--- src/rtl/branch_tag_ctrl.sv ---
// Speculative branch tag allocator: hands out tags to decode, tracks tag-to-tag
// dependencies, and broadcasts clean/kill resolutions with a squash mask and flush.
module branch_tag_ctrl #(
    parameter  int NUM_TAGS = 4,
    localparam int TAG_W    = $clog2(NUM_TAGS)
) (
    input  logic                clk,
    input  logic                rst,
    input  logic                alloc_req,
    output logic                alloc_gnt,
    output logic [TAG_W-1:0]    alloc_tag,
    output logic [NUM_TAGS-1:0] cur_mask,
    output logic                tag_stall,
    input  logic                br_resolved,
    input  logic [TAG_W-1:0]    br_tag,
    input  logic                mispredict,
    output logic                bc_valid,
    output logic                bc_clean,
    output logic                bc_kill,
    output logic [TAG_W-1:0]    bc_tag,
    output logic [NUM_TAGS-1:0] kill_mask,
    output logic                flush,
    output logic [TAG_W:0]      free_count
);

    logic [NUM_TAGS-1:0] r_busy;
    logic [NUM_TAGS-1:0] r_dep [NUM_TAGS];

    logic                w_clean;
    logic                w_kill;
    logic                w_tag_live;
    logic [NUM_TAGS-1:0] w_br_onehot;
    logic [NUM_TAGS-1:0] w_clean_bit;
    logic [NUM_TAGS-1:0] w_kill_set;
    logic [NUM_TAGS-1:0] w_busy_nxt;
    logic [NUM_TAGS-1:0] w_dep_nxt [NUM_TAGS];
    logic [TAG_W:0]      w_free_nxt;
    logic [TAG_W-1:0]    w_free_tag;

    assign w_clean     = br_resolved & ~mispredict;
    assign w_kill      = br_resolved & mispredict;
    assign w_tag_live  = r_busy[br_tag];
    assign w_br_onehot = {{(NUM_TAGS-1){1'b0}}, 1'b1} << br_tag;
    assign w_clean_bit = w_clean ? w_br_onehot : '0;

    // Allocation looks only at the registered busy vector, so a tag freed this
    // cycle cannot be handed out again until the next one.
    always_comb begin
        w_free_tag = '0;
        for (int i = NUM_TAGS - 1; i >= 0; i--) begin
            if (!r_busy[i]) w_free_tag = TAG_W'(i);
        end
    end

    assign alloc_gnt = alloc_req & ~(&r_busy) & ~w_kill;
    assign alloc_tag = w_free_tag;
    assign cur_mask  = r_busy & ~w_clean_bit;
    assign tag_stall = alloc_req & ~alloc_gnt;

    // Squash set: the mispredicted tag plus every tag allocated while it was live.
    always_comb begin
        w_kill_set = w_br_onehot;
        if (w_tag_live) begin
            for (int j = 0; j < NUM_TAGS; j++) begin
                if (r_dep[j][br_tag]) w_kill_set[j] = 1'b1;
            end
        end
    end

    always_comb begin
        w_busy_nxt = r_busy;
        for (int j = 0; j < NUM_TAGS; j++) w_dep_nxt[j] = r_dep[j];

        if (w_kill && w_tag_live) begin
            w_busy_nxt = r_busy & ~w_kill_set;
            for (int j = 0; j < NUM_TAGS; j++) begin
                if (w_kill_set[j]) w_dep_nxt[j] = '0;
                else               w_dep_nxt[j] = r_dep[j] & ~w_kill_set;
            end
        end else if (w_clean && w_tag_live) begin
            w_busy_nxt[br_tag] = 1'b0;
            for (int j = 0; j < NUM_TAGS; j++) w_dep_nxt[j][br_tag] = 1'b0;
        end

        // Grant never coincides with a kill; with a clean it takes a different tag.
        if (alloc_gnt) begin
            w_busy_nxt[w_free_tag] = 1'b1;
            w_dep_nxt[w_free_tag]  = cur_mask;
        end
    end

    always_comb begin
        w_free_nxt = '0;
        for (int j = 0; j < NUM_TAGS; j++) begin
            if (!w_busy_nxt[j]) w_free_nxt = w_free_nxt + {{TAG_W{1'b0}}, 1'b1};
        end
    end

    always_ff @(posedge clk) begin
        if (rst) begin
            r_busy     <= '0;
            for (int j = 0; j < NUM_TAGS; j++) r_dep[j] <= '0;
            bc_valid   <= 1'b0;
            bc_clean   <= 1'b0;
            bc_kill    <= 1'b0;
            bc_tag     <= '0;
            kill_mask  <= '0;
            flush      <= 1'b0;
            free_count <= (TAG_W+1)'(NUM_TAGS);
        end else begin
            r_busy     <= w_busy_nxt;
            for (int j = 0; j < NUM_TAGS; j++) r_dep[j] <= w_dep_nxt[j];
            bc_valid   <= br_resolved;
            bc_clean   <= w_clean;
            bc_kill    <= w_kill;
            bc_tag     <= br_tag;
            kill_mask  <= w_kill ? w_kill_set : '0;
            flush      <= w_kill;
            free_count <= w_free_nxt;
        end
    end

endmodule

--- config.mk ---
export PLATFORM = sky130hd
export DESIGN_NAME = branch_tag_ctrl
export DESIGN_NICKNAME = d
export VERILOG_FILES = /design/src/rtl/branch_tag_ctrl.sv
export SDC_FILE = /design/constraint.sdc
export NUM_CORES = 1
export LEC_CHECK = 0
export BUFFER_PORTS_ARGS = -buffer_cell sky130_fd_sc_hd__buf_2
export CELL_PAD_IN_SITES_DETAIL_PLACEMENT = 0
export CELL_PAD_IN_SITES_GLOBAL_PLACEMENT = 1
export CORE_UTILIZATION = 36
export DETAILED_ROUTE_END_ITERATION = 8
export PLACE_DENSITY_LB_ADDON = 0.1
export SKIP_LAST_GASP = 1
export SLEW_MARGIN = 20
export SYNTH_ARGS = -nofsm -noshare
export SYNTH_HDL_FRONTEND = slang
export SYNTH_SLANG_ARGS = --single-unit
--- constraint.sdc ---
create_clock -name clk -period 2.33 [get_ports clk]
set_input_delay 0.233 -clock clk [delete_from_list [all_inputs] [get_ports clk]]
set_output_delay 0.233 -clock clk [all_outputs]
set_load 0.01 [all_outputs]
==> results.txt, run 1 <==
----------------------------------------------------
[Global routing]
  First-pass GRT wire length ... 7224 um
  Largest net degree at the start of global routing ... 20
  Aggregate global routing overflow ... 0
  Overall global routing resource usage ... 21.49%
  Vias in the first global route ... 1520
  Initial antenna violation count ... 0

[Synthesis]
  Number of enable flip-flop cells after synthesis ... 0
  Mapped Area ... 1519 um2
  Leading post-synthesis cells by instance count ... dfxtp_1, nand2_1, a21oi_1
  Gate Count Post-Synth ... 188
  Synthesized flop and latch total ... 28
  Async set-reset flop share out of synthesis ... 0%
  Syn Nets ... 198
  Proportion of netlist area held by the largest area contributor ... 36.90%
  Most common flop cell mapped by yosys ... dfxtp_1
  Number of distinct library cells after synthesis ... 46
  Post-synthesis area per instance ... 8.080 um2
  Biggest area contributors in the synthesized netlist ... dfxtp_1, nand2_1, a21oi_1, nor2_1, mux2i_1
  Library cell occupying the most area in the post-synthesis netlist ... dfxtp_1
  Sequential fraction of the synthesis area ... 36.90%
  Number of warnings printed during yosys synthesis ... 0

[Clock network]
  Clock Sink Count ... 28
  Clock root buffer master ... clkbuf_8
  Clock-pin slew on the worst setup and hold paths ... 0.10 ns
  Clock tree from TritonCTS ... built
  H-tree depth ... 1
  Worst-case clock buffer depth ... 2
  Hold buffer count at cts ... 0
  Number of buffers added by the clock tree synthesis step ... 3
  Worst-skew pair later-pin latency ... 0.27 ns

[Timing]
  Count of endpoints failing hold in the final timing report ... 0
  Post-route worst setup slack ... 0.01779 ns
  Number of setup violations in the final report ... 0
  Min cycle time layout ... 2.312 ns
  Max Fclk ... 0.4325 GHz
  Share of the cycle needed by the critical path after routing ... 99.24%
  Unrepaired setup endpoints after global routing ... true
  Number of max-slew violations in the final report ... 0
  Fin Clk Skew ... 0.007207 ns
  Measured slew at the worst slew-check pin ... 0.5586 ns
  Worst slew slack as a fraction of its limit ... 62.42%
  Hold slack final ... 0.2969 ns

[Critical path]
  Critical path startpoint category ... flop
  Arrival time of the worst setup path ... 2.54 ns
  WP data required ... 2.55 ns
  Worst Path Class, Setup ... reg -> reg
  Max stage delay cell, worst path ... mux4_2
  Endpoint type of the worst setup path ... flop
  Critical-path maximum fanout ... 4
  Most common cell on crit path ... ha_4
  Cell-by-cell listing of the critical path ... mux4_2 > and2b_4 > o211ai_4 > a21oi_4 > ha_4 > xor2_4 > ha_4 > inv_2 > a311o_1 > nand3_1
  Crit-path max cell delay ... 0.52 ns

[Floorplanning]
  Initial core utilization ... 37.70%
  Area of the core ... 4029 um2
  Horizontal extent of the die ... 66.96 um
  Overall die area ... 4483 um2
  Top-level port count ... 28
  FP Rows ... 23
  Die outline height ... 66.96 um

[Power]
  Portion of total power attributed to the clock network ... 25.1%
  Register share of total power ... 48.1%
  Switching power share of the total ... 27.89%
  Power Density ... 493.2 nW/um2
  Switching power summed over all nets ... 0.2916 mW
  Reported leakage power ... 0.9079 nW
  Cell-internal power ... 0.7537 mW
  Worst voltage drop across the vdd grid ... 0.2212 mV
  Power share of the combinational group ... 26.8%

[Cells and area]
  Area occupied by multi-input gates ... 942.2 um2
  Fraction of final layout cells sized beyond drive strength 1 ... 39.11%
  Nets@finish ... 260
  Layout Cell Area excl Fill ... 2120 um2
  Number of filler cells placed in the layout ... 415
  Register cell area after layout ... 568.0 um2
  Fin util ... 52.61%
  Diode count ... 0
  Growth of design area from synthesis to finish ... 39.54%

[Placed design]
  Number of buffer cells added on primary ports ... 27
  Routability congestion estimate ... 0.9655
  Place WS ... -0.1421 ns
  HPWL after DPL ... 3514 um
  Dpl cell area ... 1968 um2

[Run]
  Count of max-cap constraint violations ... 0

[Route]
  Via count of the routed design ... 1593
  First-iteration detailed-routing DRC count ... 109
  Vias per cell ... 5.346
  Total DRC errors in the routed layout ... 0
  Routed length per instance ... 15.21 um
  Number of routed nets with antenna violations ... 0
  Number of detailed-routing iterations run before antenna repair ... 4
  Final wirelength ... 4534 um

[Worst hold path]
  Worst hold path type ... in -> reg

[Status]
  Result of the run ... finished, final reports clean

----------------------------------------------------
==> kinds of logic (layout without fill, tap and decap cells) <==
kind of cell / count (synthesis) / count (layout) / synth area share, %
simple gates: 75 / 75 / 23.64
compound gates: 53 / 53 / 24.55
flops: 28 / 28 / 36.90
buf+inv: 21 / 81 / 6.343
mux: 7 / 7 / 5.519
fa+ha+maj: 3 / 3 / 2.471
xor+xnor: 1 / 1 / 0.5767
==> through the flow <==
step | setup TNS, ns | instances | power [mW]
5_1_grt | -0.05736 | 298 | 1.096
4_1_cts | -0.01846 | 296 | 1.011
3_3_place_gp | -0.2744 | 292 | 0.7487
2_1_floorplan | -0.3400 | 188 | 0.6391
6_report | 0 | 298 | 1.045
3_5_place_dp | -0.2829 | 292 | 0.7477
==> sequential cells by signal, summed over array words and instances (netlist names) <==
register / cells
r_busy: 4
bc_clean: 1
r_dep: 12
bc_kill: 1
bc_tag: 2
bc_valid: 1
kill_mask: 4
free_count: 3
==> layer usage <==
layer  vias to the layer above  track usage [%]  share of wire, %
met5                         -                0                 0
met4                         0            5.319               1.3
met3                         8            2.226               5.6
met2                        52            36.99                47
met1                       749            28.26                46
li1                        784                -                 -
==> power by group through the flow <==
stage | logic, mW | registers, mW | clock network [mW]
global placement | 0.235 | 0.514 | 0
floorplan | 0.117 | 0.522 | 0
global route | 0.304 | 0.505 | 0.286
finish | 0.280 | 0.503 | 0.262
detailed placement | 0.235 | 0.513 | 0
CTS | 0.242 | 0.502 | 0.266
==> timing repair <==
action,in CTS,in global routing
setup buffers,1,2
pin swaps,0,9
gates resized for setup,3,19
endpoints found under the setup margin,2,2
==> worst max-delay path: cells and delay by family, from the launching register on <==
kind                       cells  cell delay, ns
AOI/OAI and AO/OA              3            0.46
xor gates and xnor gates       1            0.18
adders and majority gates      2            0.46
buffers and inverters          1            0.03
DFF                            1            0.34
muxes                          1            0.52
and+or+nand+nor                2            0.29
==> path summary, 6_finish.rpt <==
check	startpoint	end	slack, ns	cells after the start
setup reg to reg	r_busy[3]$_SDFF_PP0_	free_count[2]$_SDFF_PP1_	0.02	10
hold / removal	br_resolved	bc_valid$_SDFF_PP0_	0.30	2
hold reg to reg	r_dep[3][0]$_SDFF_PP0_	r_dep[3][0]$_SDFF_PP0_	0.49	2
setup / recovery	r_busy[3]$_SDFF_PP0_	free_count[2]$_SDFF_PP1_	0.02	10
==> area by class of cell <==
cell class,count,share of cell area [%]
inverters,11,1.948
clock buffers,3,1.948
repair buffers,67,21.90
well taps,50,2.952
flip-flops and latches,28,26.80
multi-input cells,139,44.45
==> layout by cell type, fill, tap and decap left out, types with 3 or more instances in the layout <==
master,instances
clkbuf_8,3
nand2_1,27
a21o_1,4
nor2_1,16
nand4_1,6
nor2b_1,4
nand3_1,5
a21oi_1,17
dfxtp_1,22
buf_4,37
inv_1,9
o21ai_0,6
nor3_1,3
a32oi_1,3
o21a_1,4
dfxtp_2,6
buf_2,27
mux2i_1,3
Power figures use the tool's default switching activity.
==> run 2: changes to the inputs <==
--- a/config.mk
+++ b/config.mk
@@ -7,8 +7,8 @@
 export LEC_CHECK = 0
 export BUFFER_PORTS_ARGS = -buffer_cell sky130_fd_sc_hd__buf_2
 export CELL_PAD_IN_SITES_DETAIL_PLACEMENT = 0
-export CELL_PAD_IN_SITES_GLOBAL_PLACEMENT = 1
-export CORE_UTILIZATION = 36
+export CELL_PAD_IN_SITES_GLOBAL_PLACEMENT = 2
+export CORE_UTILIZATION = 28
 export DETAILED_ROUTE_END_ITERATION = 8
 export PLACE_DENSITY_LB_ADDON = 0.1
 export SKIP_LAST_GASP = 1
==> run 2 against run 1 <==
Effect of this change: design area rose by 0.47%; die area up 28%; setup slack improved by 0.036 ns; core utilization down 11 points; register-to-register slack improved by 0.04 ns; largest power group unchanged; routed wire length increased by 5.5%; worst hold slack worse by 0.013 ns; critical endpoint is now free_count[1]$_SDFF_PP0_.
==> results.txt, run 2 (synthesized netlist as in run 1, its figures left out) <==
----------------------------------------------------
[Timing]
  Share of the cycle needed by the critical path after routing ... 97.68% (-1.6 points)
  Min cycle time layout ... 2.276 ns (-0.03634 ns)
  Measured slew at the worst slew-check pin ... 0.5488 ns (-0.009740 ns)
  Worst slew slack as a fraction of its limit ... 63.33% (+0.91 points)
  Number of setup violations in the final report ... 0 (unchanged)
  Accumulated negative setup slack ... 0 ns (unchanged)
  Hold slack final ... 0.2840 ns (-0.01295 ns)
  Fin Clk Skew ... 0.002619 ns (-0.004588 ns)
  Max Fclk ... 0.4394 GHz (+1.6%)
  Unrepaired setup endpoints after global routing ... true
  Count of endpoints failing hold in the final timing report ... 0 (unchanged)
  Number of max-slew violations in the final report ... 0 (unchanged)

[Critical path]
  Cell class contributing the biggest share of worst-path delay ... multiplexers
  Cell-by-cell listing of the critical path ... mux4_2 > and2b_4 > o211ai_4 > a21oi_4 > buf_4 > inv_1 > ha_1 > mux2i_1 > ha_1 > o21a_1 > o21a_1
  Max stage delay cell, worst path ... mux4_2
  Worst Path Class, Setup ... reg -> reg
  WP data required ... 2.52 ns (-0.03 ns)
  Critical path startpoint category ... flop
  Arrival time of the worst setup path ... 2.46 ns (-0.08 ns)
  Endpoint type of the worst setup path ... flop
  Crit-path max cell delay ... 0.49 ns (-0.03 ns)
  Crit path buffers/inverters ... 2 (+1)
  Critical-path maximum fanout ... 3 (-1)

[Floorplanning]
  Horizontal extent of the die ... 75.66 um (+13%)
  Die outline height ... 75.66 um (+13%)
  Initial core utilization ... 29.37% (-8.3 points)
  FP Rows ... 26 (+13%)
  Area of the core ... 5172 um2 (+28%)
  Overall die area ... 5724 um2 (+28%)
  Top-level port count ... 28 (unchanged)

[Cells and area]
  Fin util ... 41.17% (-11 points)
  Register cell area after layout ... 561.8 um2 (-1.1%)
  Diode count ... 0 (unchanged)
  Most flop-heavy register ... r_dep
  Highest-count cells in the layout ignoring fill and taps ... buf_4, nand2_1, dfxtp_1, buf_2, a21oi_1
  Nets@finish ... 262 (+0.77%)
  Flip-flop count of the largest register, all copies and words added ... 12 (unchanged)
  Area occupied by multi-input gates ... 904.6 um2 (-4.0%)
  Fraction of final layout cells sized beyond drive strength 1 ... 35.06% (-4.1 points)
  Leading registers by flop count ... r_dep x12, kill_mask x4, r_busy x4
  Number of filler cells placed in the layout ... 546 (+32%)
  Growth of design area from synthesis to finish ... 40.20%
  Most common library cell in the layout ignoring fill and taps ... buf_4

[Global routing]
  Initial antenna violation count ... 0 (unchanged)
  Aggregate global routing overflow ... 0 (unchanged)
  Overall global routing resource usage ... 18.47% (-3.0 points)
  Vias in the first global route ... 1503 (-1.1%)
  First-pass GRT wire length ... 7714 um (+6.8%)
  Largest net degree at the start of global routing ... 17 (-15%)

[Worst hold path]
  Worst hold path type ... in -> reg

[Placed design]
  HPWL after DPL ... 3838 um (+9.2%)
  Routability congestion estimate ... 0.8275 (-14%)
  Number of buffer cells added on primary ports ... 27 (unchanged)

[Clock network]
  Clock-pin slew on the worst setup and hold paths ... 0.10 ns (about the same)
  Clock root buffer master ... clkbuf_8
  Clock Sink Count ... 28 (unchanged)
  Worst-case clock buffer depth ... 2 (unchanged)
  Number of buffers added by the clock tree synthesis step ... 3 (unchanged)
  Worst-skew pair later-pin latency ... 0.28 ns (about the same)
  Clock tree from TritonCTS ... built
  H-tree depth ... 1 (unchanged)

[Route]
  Number of routed nets with antenna violations ... 0 (unchanged)
  Vias per cell ... 4.981 (-6.8%)
  First-iteration detailed-routing DRC count ... 75 (-31%)
  Total DRC errors in the routed layout ... 0 (unchanged)
  Final wirelength ... 4785 um (+5.5%)
  Via count of the routed design ... 1599 (+0.38%)
  Number of detailed-routing iterations run before antenna repair ... 4 (unchanged)
  Routed length per instance ... 14.91 um (-2.0%)

[Power]
  Worst voltage drop across the vdd grid ... 0.2245 mV (+1.5%)
  Reported leakage power ... 0.9352 nW (+3.0%)
  Register share of total power ... 43.7% (-4.4 points)
  Power share of the combinational group ... 22.1% (-4.7 points)
  Cell-internal power ... 0.8525 mW (+13%)
  Switching power summed over all nets ... 0.2975 mW (+2.0%)
  Power Density ... 540.0 nW/um2 (+9.5%)
  Switching power share of the total ... 25.87% (-2.0 points)
  Portion of total power attributed to the clock network ... 34.2% (+9.1 points)

[Run]
  Count of max-cap constraint violations ... 0 (unchanged)

[Status]
  Result of the run ... finished, final reports clean

----------------------------------------------------
==> run 2: per-layer routing <==
metal,wire length [um],vias up,global-route usage [%]
li1,-,797,-
met1,2170,750,23.98
met2,2367,45,31.85
met3,192,7,2.381
met4,55,0,5.761
met5,0,-,0
==> run 2: cell type report <==
cell class,count,share of cell area [%]
well taps,70,4.113
clock inverters,1,1.410
inverters,11,1.939
repair buffers,69,21.74
clock buffers,3,1.939
flip-flops and latches,28,26.38
multi-input cells,139,42.48
==> run 2: through the flow <==
stage                     std cells  power (mW)  setup slack (ns)  area (um2)
after detailed placement        315      0.7472           -0.1782        2003
after global routing            321       1.217          -0.09075        2130
after floorplan                 188      0.6391           -0.1805        1529
after global placement          315      0.7479           -0.1088        2003
after CTS                       320       1.153         -0.002088        2086
final                           321       1.150           0.05413        2130
==> run 2: worst register-to-register path, delay by kind of cell, from the launching register on <==
kind            cells  cell delay, ns
mux                 2            0.58
fa+ha+maj           2            0.44
compound gates      4            0.42
flops               1            0.34
simple gates        1            0.20
buf+inv             2            0.19
==> run 2: power by group through the flow <==
| stage | combinational (mW) | sequential (mW) | clock [mW] |
|---|---|---|---|
| after global routing | 0.281 | 0.505 | 0.431 |
| final | 0.254 | 0.502 | 0.394 |
| after floorplan | 0.117 | 0.522 | 0 |
| after CTS | 0.241 | 0.503 | 0.409 |
| after detailed placement | 0.234 | 0.513 | 0 |
| after global placement | 0.234 | 0.513 | 0 |
==> run 2: final timing paths <==
| kind | startpoint | cells after the start | endpoint | slack [ns] |
|---|---|---|---|---|
| hold reg to reg | r_dep[3][2]$_SDFF_PP0_ | 2 | r_dep[3][2]$_SDFF_PP0_ | 0.52 |
| hold / removal | rst | 2 | r_busy[2]$_SDFF_PP0_ | 0.28 |
| setup reg to reg | r_busy[3]$_SDFF_PP0_ | 11 | free_count[1]$_SDFF_PP0_ | 0.05 |
| setup / recovery | r_busy[3]$_SDFF_PP0_ | 11 | free_count[1]$_SDFF_PP0_ | 0.05 |
==> run 2: repair_timing <==
item                       4_1_cts  5_1_grt
hold buffers                     0        0
resized for setup                1        6
setup endpoints to repair        2        2
pin swaps                        0        2
setup buffers                    1        1
